File: src/rtl/vga_timing_pkg.sv
// Default 640x480@60 raster constants and sync boundary helper
// shared by the VGA timing generator and its axis counters.
package vga_timing_pkg;

    localparam int DEF_CNT_W    = 10;
    localparam int DEF_H_ACTIVE = 640;
    localparam int DEF_H_FP     = 16;
    localparam int DEF_H_SYNC   = 96;
    localparam int DEF_H_BP     = 48;
    localparam int DEF_V_ACTIVE = 480;
    localparam int DEF_V_FP     = 10;
    localparam int DEF_V_SYNC   = 2;
    localparam int DEF_V_BP     = 33;

    typedef struct packed {
        int lo;
        int hi;
    } sync_bounds_t;

    function automatic sync_bounds_t sync_bounds(
        input int active,
        input int fp,
        input int width
    );
        sync_bounds_t b;
        b.lo = active + fp;
        b.hi = active + fp + width - 1;
        return b;
    endfunction

endpackage

File: src/rtl/vga_timing_if.sv
// Pixel enable in, raster counts and sync/flag outputs back.
// frameCount is present only when VGA_FRAME_CNT_EN is defined.
interface vga_timing_if #(
    parameter int CNT_W = vga_timing_pkg::DEF_CNT_W
);
    logic             pixEn;
    logic [CNT_W-1:0] hCount;
    logic [CNT_W-1:0] vCount;
    logic             hSync;
    logic             vSync;
    logic             videoOn;
    logic             lineEnd;
    logic             frameEnd;
`ifdef VGA_FRAME_CNT_EN
    logic [7:0]       frameCount;
`endif

    modport master (
        input  pixEn,
        output hCount,
        output vCount,
        output hSync,
        output vSync,
        output videoOn,
        output lineEnd,
`ifdef VGA_FRAME_CNT_EN
        output frameCount,
`endif
        output frameEnd
    );

    modport slave (
        output pixEn,
        input  hCount,
        input  vCount,
        input  hSync,
        input  vSync,
        input  videoOn,
        input  lineEnd,
`ifdef VGA_FRAME_CNT_EN
        input  frameCount,
`endif
        input  frameEnd
    );

endinterface

File: src/rtl/vga_axis_counter.sv
// One raster axis: wrapping counter with registered sync, plus
// next-state last/active decodes so the parent can register them.
module vga_axis_counter
    import vga_timing_pkg::*;
#(
    parameter int CNT_W  = DEF_CNT_W,
    parameter int ACTIVE = DEF_H_ACTIVE,
    parameter int FP     = DEF_H_FP,
    parameter int SYNC   = DEF_H_SYNC,
    parameter int BP     = DEF_H_BP,
    parameter bit POL    = 1'b0
) (
    input  logic             clk,
    input  logic             rst_n,
    input  logic             step,
    output logic [CNT_W-1:0] count,
    output logic             sync,
    output logic             last_next,
    output logic             active_next
);

    localparam int TOTAL = ACTIVE + FP + SYNC + BP;
    localparam sync_bounds_t SB = sync_bounds(ACTIVE, FP, SYNC);

    localparam logic [CNT_W-1:0] LAST    = CNT_W'(TOTAL - 1);
    localparam logic [CNT_W-1:0] SYNC_LO = CNT_W'(SB.lo);
    localparam logic [CNT_W-1:0] SYNC_HI = CNT_W'(SB.hi);
    localparam logic [CNT_W-1:0] ACT_END = CNT_W'(ACTIVE);

    if (ACTIVE == 0 || FP == 0 || SYNC == 0 || BP == 0 ||
        TOTAL > (1 << CNT_W)) begin : g_bad_params
        $error("vga_axis_counter: zero interval or total exceeds CNT_W");
    end

    logic [CNT_W-1:0] count_next;
    logic             sync_next;

    always_comb begin
        count_next = count;
        if (step) begin
            count_next = (count == LAST) ? '0 : count + CNT_W'(1);
        end
        sync_next   = (count_next >= SYNC_LO && count_next <= SYNC_HI)
                    ? POL : ~POL;
        last_next   = (count_next == LAST);
        active_next = (count_next < ACT_END);
    end

    always_ff @(posedge clk) begin
        if (!rst_n) begin
            count <= '0;
            sync  <= ~POL;
        end else begin
            count <= count_next;
            sync  <= sync_next;
        end
    end

endmodule

File: src/rtl/vga_timing_gen.sv
// VGA raster timing generator: two axis counters, all outputs registered.
// Define VGA_FRAME_CNT_EN to add the 8-bit frameCount output.
module vga_timing_gen
    import vga_timing_pkg::*;
#(
    parameter int CNT_W    = DEF_CNT_W,
    parameter int H_ACTIVE = DEF_H_ACTIVE,
    parameter int H_FP     = DEF_H_FP,
    parameter int H_SYNC   = DEF_H_SYNC,
    parameter int H_BP     = DEF_H_BP,
    parameter int V_ACTIVE = DEF_V_ACTIVE,
    parameter int V_FP     = DEF_V_FP,
    parameter int V_SYNC   = DEF_V_SYNC,
    parameter int V_BP     = DEF_V_BP,
    parameter bit HS_POL   = 1'b0,
    parameter bit VS_POL   = 1'b0
) (
    input  logic         Clk,
    input  logic         vgaRes,
    vga_timing_if.master bus
);

    logic h_last_n;
    logic h_act_n;
    logic v_last_n;
    logic v_act_n;
    logic v_step;

    // lineEnd is the registered hCount==H_TOTAL-1, i.e. the wrap cycle.
    assign v_step = bus.pixEn & bus.lineEnd;

    vga_axis_counter #(
        .CNT_W (CNT_W),
        .ACTIVE(H_ACTIVE),
        .FP    (H_FP),
        .SYNC  (H_SYNC),
        .BP    (H_BP),
        .POL   (HS_POL)
    ) u_h (
        .clk        (Clk),
        .rst_n      (vgaRes),
        .step       (bus.pixEn),
        .count      (bus.hCount),
        .sync       (bus.hSync),
        .last_next  (h_last_n),
        .active_next(h_act_n)
    );

    vga_axis_counter #(
        .CNT_W (CNT_W),
        .ACTIVE(V_ACTIVE),
        .FP    (V_FP),
        .SYNC  (V_SYNC),
        .BP    (V_BP),
        .POL   (VS_POL)
    ) u_v (
        .clk        (Clk),
        .rst_n      (vgaRes),
        .step       (v_step),
        .count      (bus.vCount),
        .sync       (bus.vSync),
        .last_next  (v_last_n),
        .active_next(v_act_n)
    );

    always_ff @(posedge Clk) begin
        if (!vgaRes) begin
            bus.videoOn  <= 1'b1;
            bus.lineEnd  <= 1'b0;
            bus.frameEnd <= 1'b0;
        end else begin
            bus.videoOn  <= h_act_n & v_act_n;
            bus.lineEnd  <= h_last_n;
            bus.frameEnd <= h_last_n & v_last_n;
        end
    end

`ifdef VGA_FRAME_CNT_EN
    always_ff @(posedge Clk) begin
        if (!vgaRes) begin
            bus.frameCount <= 8'd0;
        end else if (bus.pixEn && bus.frameEnd) begin
            bus.frameCount <= bus.frameCount + 8'd1;
        end
    end
`endif

endmodule

File: src/flat_wrapper.sv
// flat-port wrapper written by rule: the top's interface ports become plain ports
module vga_timing_gen_flat import vga_timing_pkg::*;
#(
    parameter int CNT_W    = DEF_CNT_W,
    parameter int H_ACTIVE = DEF_H_ACTIVE,
    parameter int H_FP     = DEF_H_FP,
    parameter int H_SYNC   = DEF_H_SYNC,
    parameter int H_BP     = DEF_H_BP,
    parameter int V_ACTIVE = DEF_V_ACTIVE,
    parameter int V_FP     = DEF_V_FP,
    parameter int V_SYNC   = DEF_V_SYNC,
    parameter int V_BP     = DEF_V_BP,
    parameter bit HS_POL   = 1'b0,
    parameter bit VS_POL   = 1'b0
)
  (Clk, vgaRes, bus_pixEn, bus_hCount, bus_vCount, bus_hSync, bus_vSync, bus_videoOn, bus_lineEnd, bus_frameEnd);
  vga_timing_if #(.CNT_W(CNT_W)) bus_i ();
  input  logic Clk;
  input  logic vgaRes;
  input wire logic [$bits(bus_i.pixEn)-1:0] bus_pixEn;
  output wire logic [$bits(bus_i.hCount)-1:0] bus_hCount;
  output wire logic [$bits(bus_i.vCount)-1:0] bus_vCount;
  output wire logic [$bits(bus_i.hSync)-1:0] bus_hSync;
  output wire logic [$bits(bus_i.vSync)-1:0] bus_vSync;
  output wire logic [$bits(bus_i.videoOn)-1:0] bus_videoOn;
  output wire logic [$bits(bus_i.lineEnd)-1:0] bus_lineEnd;
  output wire logic [$bits(bus_i.frameEnd)-1:0] bus_frameEnd;
  assign bus_i.pixEn = bus_pixEn;
  assign bus_hCount = bus_i.hCount;
  assign bus_vCount = bus_i.vCount;
  assign bus_hSync = bus_i.hSync;
  assign bus_vSync = bus_i.vSync;
  assign bus_videoOn = bus_i.videoOn;
  assign bus_lineEnd = bus_i.lineEnd;
  assign bus_frameEnd = bus_i.frameEnd;
  vga_timing_gen #(.CNT_W(CNT_W), .H_ACTIVE(H_ACTIVE), .H_FP(H_FP), .H_SYNC(H_SYNC), .H_BP(H_BP), .V_ACTIVE(V_ACTIVE), .V_FP(V_FP), .V_SYNC(V_SYNC), .V_BP(V_BP), .HS_POL(HS_POL), .VS_POL(VS_POL)) u_core (.Clk(Clk), .vgaRes(vgaRes), .bus(bus_i));
endmodule
File: config.mk
export PLATFORM = sky130hd
export DESIGN_NAME = vga_timing_gen_flat
export DESIGN_NICKNAME = d
export VERILOG_FILES = /design/src/rtl/vga_timing_pkg.sv /design/src/rtl/vga_timing_if.sv /design/src/rtl/vga_axis_counter.sv /design/src/rtl/vga_timing_gen.sv /design/src/flat_wrapper.sv
export SDC_FILE = /design/constraint.sdc
export NUM_CORES = 1
export LEC_CHECK = 0
export BUFFER_PORTS_ARGS = -buffer_cell sky130_fd_sc_hd__buf_2
export CORE_UTILIZATION = 40
export DETAILED_ROUTE_END_ITERATION = 8
export HOLD_SLACK_MARGIN = 0.08
export MAX_ROUTING_LAYER = met4
export PLACE_DENSITY_LB_ADDON = 0.25
export SYNTH_ARGS = -nofsm -noshare
export SYNTH_HDL_FRONTEND = slang
export SYNTH_SLANG_ARGS = --single-unit
File: constraint.sdc
create_clock -name Clk -period 2.56 [get_ports Clk]
set_clock_uncertainty 0.2 [all_clocks]
set_input_delay 0.512 -clock Clk [delete_from_list [all_inputs] [get_ports Clk]]
set_output_delay 0.512 -clock Clk [all_outputs]
set_load 0.05 [all_outputs]
# Word level (Yosys, flattened, before mapping)
# Index checks and enable logic that the tools add are counted.
[word_totals]
mem_bits_ro = 0
out_inout_bits = 25
inputBits = 3
mem_bits_rw = 0
latchBits = 0
ff_bits = 25
memories = 0
[classes]
n_eq_ne = 4
n_div = 0
addsub = 2
reduce_logical = 2
shifts = 0
n_mux = 6
n_mul = 0
order_cmp = 6
n_bitwise = 3
[op_table]
columns = ["cell", "count"]
rows = [
  ["== test 10 bit (second input constant)", 4],
  ["2-to-1 mux 10 bit", 4],
  ["adder 10 x 1 -> 10 bit (second input constant)", 2],
  ["greater-or-equal comparator 10 bit (second input constant)", 1],
  ["greater-or-equal comparator 10 x 9 -> 1 bit (second input constant)", 1],
  ["less-or-equal comparator 10 bit (second input constant)", 1],
  ["less-or-equal comparator 10 x 9 -> 1 bit (second input constant)", 1],
  ["< comparator 10 bit (second input constant)", 1],
  ["< comparator 10 x 9 -> 1 bit (second input constant)", 1],
  ["bitwise AND 1 bit", 3],
  ["logical AND 1 bit", 2],
  ["2-to-1 mux 1 bit", 2],
]

# Logic depth before layout (Yosys ltp)
[depth]
ltp_word = 6
depth_mapped = 8
depth_no_buf = 7

# By module
# Synthesis repeated with hierarchy kept, for this count alone.
[hier_totals]
cells_unflattened = 208
area_unflattened_um2 = 1701.6
[by_module_without_submodules]
columns = ["module", "cells_each", "n_inst", "area_per_inst_um2", "seq_area_each_um2"]
rows = [
  ["vga_axis_counter (u_core.u_h)", 100, 1, 814.5, 220.2],
  ["vga_axis_counter (u_core.u_v)", 101, 1, 795.8, 220.2],
  ["vga_timing_gen", 7, 1, 91.3, 60.1],
]

# Least setup slack after synthesis
# No wires, ideal clock.
[synth_timing]
path_type = "register to register"
from = "reg u_core.u_v.count[1]"
to = "reg u_core.u_v.sync"
period_less_slack_ns = 2.733
t_arrival_ns = 2.400
required_ns = 2.227
stages_incl_launch_ff = 9
setup_time_ns = 0.133
setup_slack_ns = -0.173
path_cell_list = "dfxtp_1 > ha_1 > nand3_1 > or2_1 > buf_6 > nor2b_4 > or4b_1 > nor4b_2 > nand3_1"
[synth_between]
elab_chain_len = 6
[synth_lines]
columns = ["item", "line", "text"]
rows = [
  ["start, declared", "vga_axis_counter.sv:16", "output logic [CNT_W-1:0] count,"],
  ["start signal, assigned", "vga_axis_counter.sv:54", "count <= count_next;"],
  ["adder 10 x 1 -> 10 bit / == test 10 bit (equally long branches)", "vga_axis_counter.sv:41", "count_next = (count == LAST) ? '0 : count + CNT_W'(1);"],
  ["2-to-1 mux 10 bit", "vga_axis_counter.sv:41", ""],
  ["2-to-1 mux 10 bit *", "vga_axis_counter.sv:40", "if (step) begin"],
  ["greater-or-equal comparator 10 x 9 -> 1 bit / less-or-equal comparator 10 x 9 -> 1 bit (equally long branches)", "vga_axis_counter.sv:43", "sync_next = (count_next >= SYNC_LO && count_next <= SYNC_HI)"],
  ["logical AND 1 bit *", "vga_axis_counter.sv:43", ""],
  ["2-to-1 mux 1 bit *", "vga_axis_counter.sv:44", "? POL : ~POL;"],
  ["end signal, assigned", "vga_axis_counter.sv:52", "sync <= ~POL;"],
  ["end signal, assigned", "vga_axis_counter.sv:55", "sync <= sync_next;"],
  ["end, declared", "vga_axis_counter.sv:17", "output logic sync,"],
]
# Mark *: on every way between the ends. The rest lies on a longest branch, timed or not.
# A chain may end at the register's enable or synchronous reset.

# Final worst setup path
# Ends and elaborated chain as after synthesis.

==> reports/summary.txt <==
TritonCTS clock tree = done
Post-Place Worst Slack = 0.0966 ns
sequential share of the synthesized area = 0.356
CP Capture Type = register
Via density = 5.22
placed cell area = 1610 sq um
Syn Std Cell Area = 1410 sq um
synthesis-stage register bit count = 25
Post-synth EDFFs = 0
Placeable Area = 3360 sq um
met1 GRT Util = 0.261
pwr dens = 378 nW/um^2
worst endpoint required time = 2.58 ns
Min-Delay Path Class = in -> reg
clock buffer count from CTS = 3
antenna violations before repair = 0
largest net degree at the start of global routing = 15
Worst Max-Slew Pin Slew = 0.393 ns
Tmin final = 2.38 ns
total power = 0.619 mW
die footprint = 3760 sq um
final WL = 3150 um
Area Growth Syn to Fin = 16.5%
Syn Inst Count = 161
DPL Wire Length = 2440 um
GR peak layer = met2
Yosys cell types = 46
Final Hold Fails = 0
global-route wire length before repair = 5330 um
Leakage = 0.648 nW
maximum VDD drop = 0.166 mV
startpoint types = register
GPL Wtd Cong = 0.889
Detailed Route Iter0 Violations = 53
met2 Usage GRT = 0.309
setup TNS = 0 ns
# H-tree levels = 1
layout cells sized above 1 = 0.245
clock sinks = 25
filler instances = 344
GRT Residual Overflow = 0
Synth Flop Type = dfxtp_1
Wirelength per Cell = 13.3 um
Final Worst Setup Slack = 0.181 ns
max cap viols = 0
clock slew at reported path FFs = 0.15 ns
Post-CTS Repair Setup Buffers = 0
DR DRC count = 0
final core utilization = 0.487
Worst slew margin = 0.731
I/O Pins = 28
hold_buf cts = 0
Final ANT Viol Nets = 0
CP arrival = 2.39 ns
total global-route track usage = 0.198
Crit Path Class = reg -> reg
vias = 1243
ANT cells = 0
fmax = 420 MHz
post_cts resized = 0
first drt pass iteration count = 4
Design Area, Final = 1640 sq um
status = finished clean
final net count = 199
fraction of registers with async set/reset = 0
root buffer cell = clkbuf_4
Die W = 61.3 um
Port Buffers = 27
Synth warnings = 0
Die Y = 61.3 um
initial core utilization = 0.418
Worst-Skew Late Latency = 0.32 ns
Syn Nets = 167
row count = 21
vias in the first global route = 1181
Avg Inst Size Synth = 8.74 sq um
Period Utilization, post-route = 0.929
Max Fanout on Critical Path = 6
endpoints failing setup = 0
RSZ-0062 raised after global routing = no
routing usage on met3 = 0.0378
final count of pins violating max slew = 0
Clock Path Buffers = 2
## cells in the final DEF (no fill, tap or decap), types with 2 or more instances in the layout
master,synthesis,final
buf_2,2,27
inv_1,5,5
dfxtp_1,25,22
and3_1,4,4
and2_1,4,4
a21boi_0,2,2
or2_1,2,2
ha_1,3,2
nor2b_1,11,11
buf_4,1,7
nand4_1,2,2
a41oi_1,2,2
xnor2_1,11,11
xor2_1,6,6
nor2_1,13,13
nand2_1,13,13
nand3_1,11,11
dfxtp_2,0,3
nor4b_1,3,3
o21ai_0,3,3
a22o_1,2,2
nor3_1,4,4
a21oi_1,3,3
clkbuf_4,0,3
mux2i_1,2,2
o22ai_1,3,3
## per-layer routing
metal,share of wire,vias up
met5,0,-
li1,-,633
met2,0.46,32
met3,0.046,6
met1,0.48,572
met4,0.013,0
## kinds of logic (layout without fill, tap and decap cells)
family,after synthesis,in the layout,synth area share
and+or+nand+nor,79,79,0.337
buffers and inverters,12,43,0.0472
muxes,2,2,0.0142
AOI/OAI and AO/OA,23,23,0.113
DFF,25,25,0.356
xor gates and xnor gates,17,17,0.106
adders and majority gates,3,3,0.0267
## worst max-delay path, stage by stage (launching register included)
cell     delay, ns
dfxtp_2       0.39
ha_2          0.25
nand3_1       0.09
or2_1         0.24
nor2b_4       0.13
or4b_1        0.53
nor4b_2       0.33
nand3_1       0.10
## cell usage after synthesis, types with 4 or more instances
cell	instances	share of area
and2_1	4	0.018
and3_1	4	0.018
dfxtp_1	25	0.36
inv_1	5	0.013
nand2_1	13	0.035
nand3_1	11	0.039
nor2_1	13	0.035
nor2b_1	11	0.049
nor3_1	4	0.014
xnor2_1	11	0.069
xor2_1	6	0.037
## report_power, final
part,internal [mW],switching (mW)
Sequential,0.392,0.00406
Combinational,0.0137,0.0255
Clock,0.0585,0.125
Total,0.464,0.155
## metrics by stage
stage / instances / hold WS, ns
global placement: 234 / 0.295
floorplan: 161 / 0.408
global route: 238 / 0.334
CTS: 238 / 0.334
finish: 238 / 0.332
detailed placement: 234 / 0.317
## final cells by class
| class | instances | area (sq um) | area share |
|---|---|---|---|
| inverters | 5 | 18.8 | 0.0115 |
| multi-input cells | 124 | 842 | 0.514 |
| well taps | 46 | 57.6 | 0.0351 |
| flip-flops and latches | 25 | 504 | 0.308 |
| clock buffers | 3 | 22.5 | 0.0138 |
| repair buffers | 34 | 188 | 0.115 |
| clock inverters | 1 | 5.00 | 0.00306 |
## registers in the layout (all words and copies together) (netlist names)
signal / flops
u_core.bus.frameEnd: 1
u_core.u_v.count: 10
u_core.u_h.count: 10
u_core.bus.videoOn: 1
u_core.u_h.sync: 1
u_core.u_v.sync: 1
u_core.bus.lineEnd: 1
## worst paths after layout
| kind | from | to | slack, ns | cells after the start |
|---|---|---|---|---|
| max | u_core.u_v.count[1] | u_core.u_v.sync | 0.18 | 7 |
| min | vgaRes | u_core.u_v.count[8] | 0.33 | 2 |
| max reg2reg | u_core.u_v.count[1] | u_core.u_v.sync | 0.18 | 7 |
| min reg2reg | u_core.u_v.count[1] | u_core.u_v.count[1] | 0.34 | 2 |
Power figures use the tool's default switching activity.
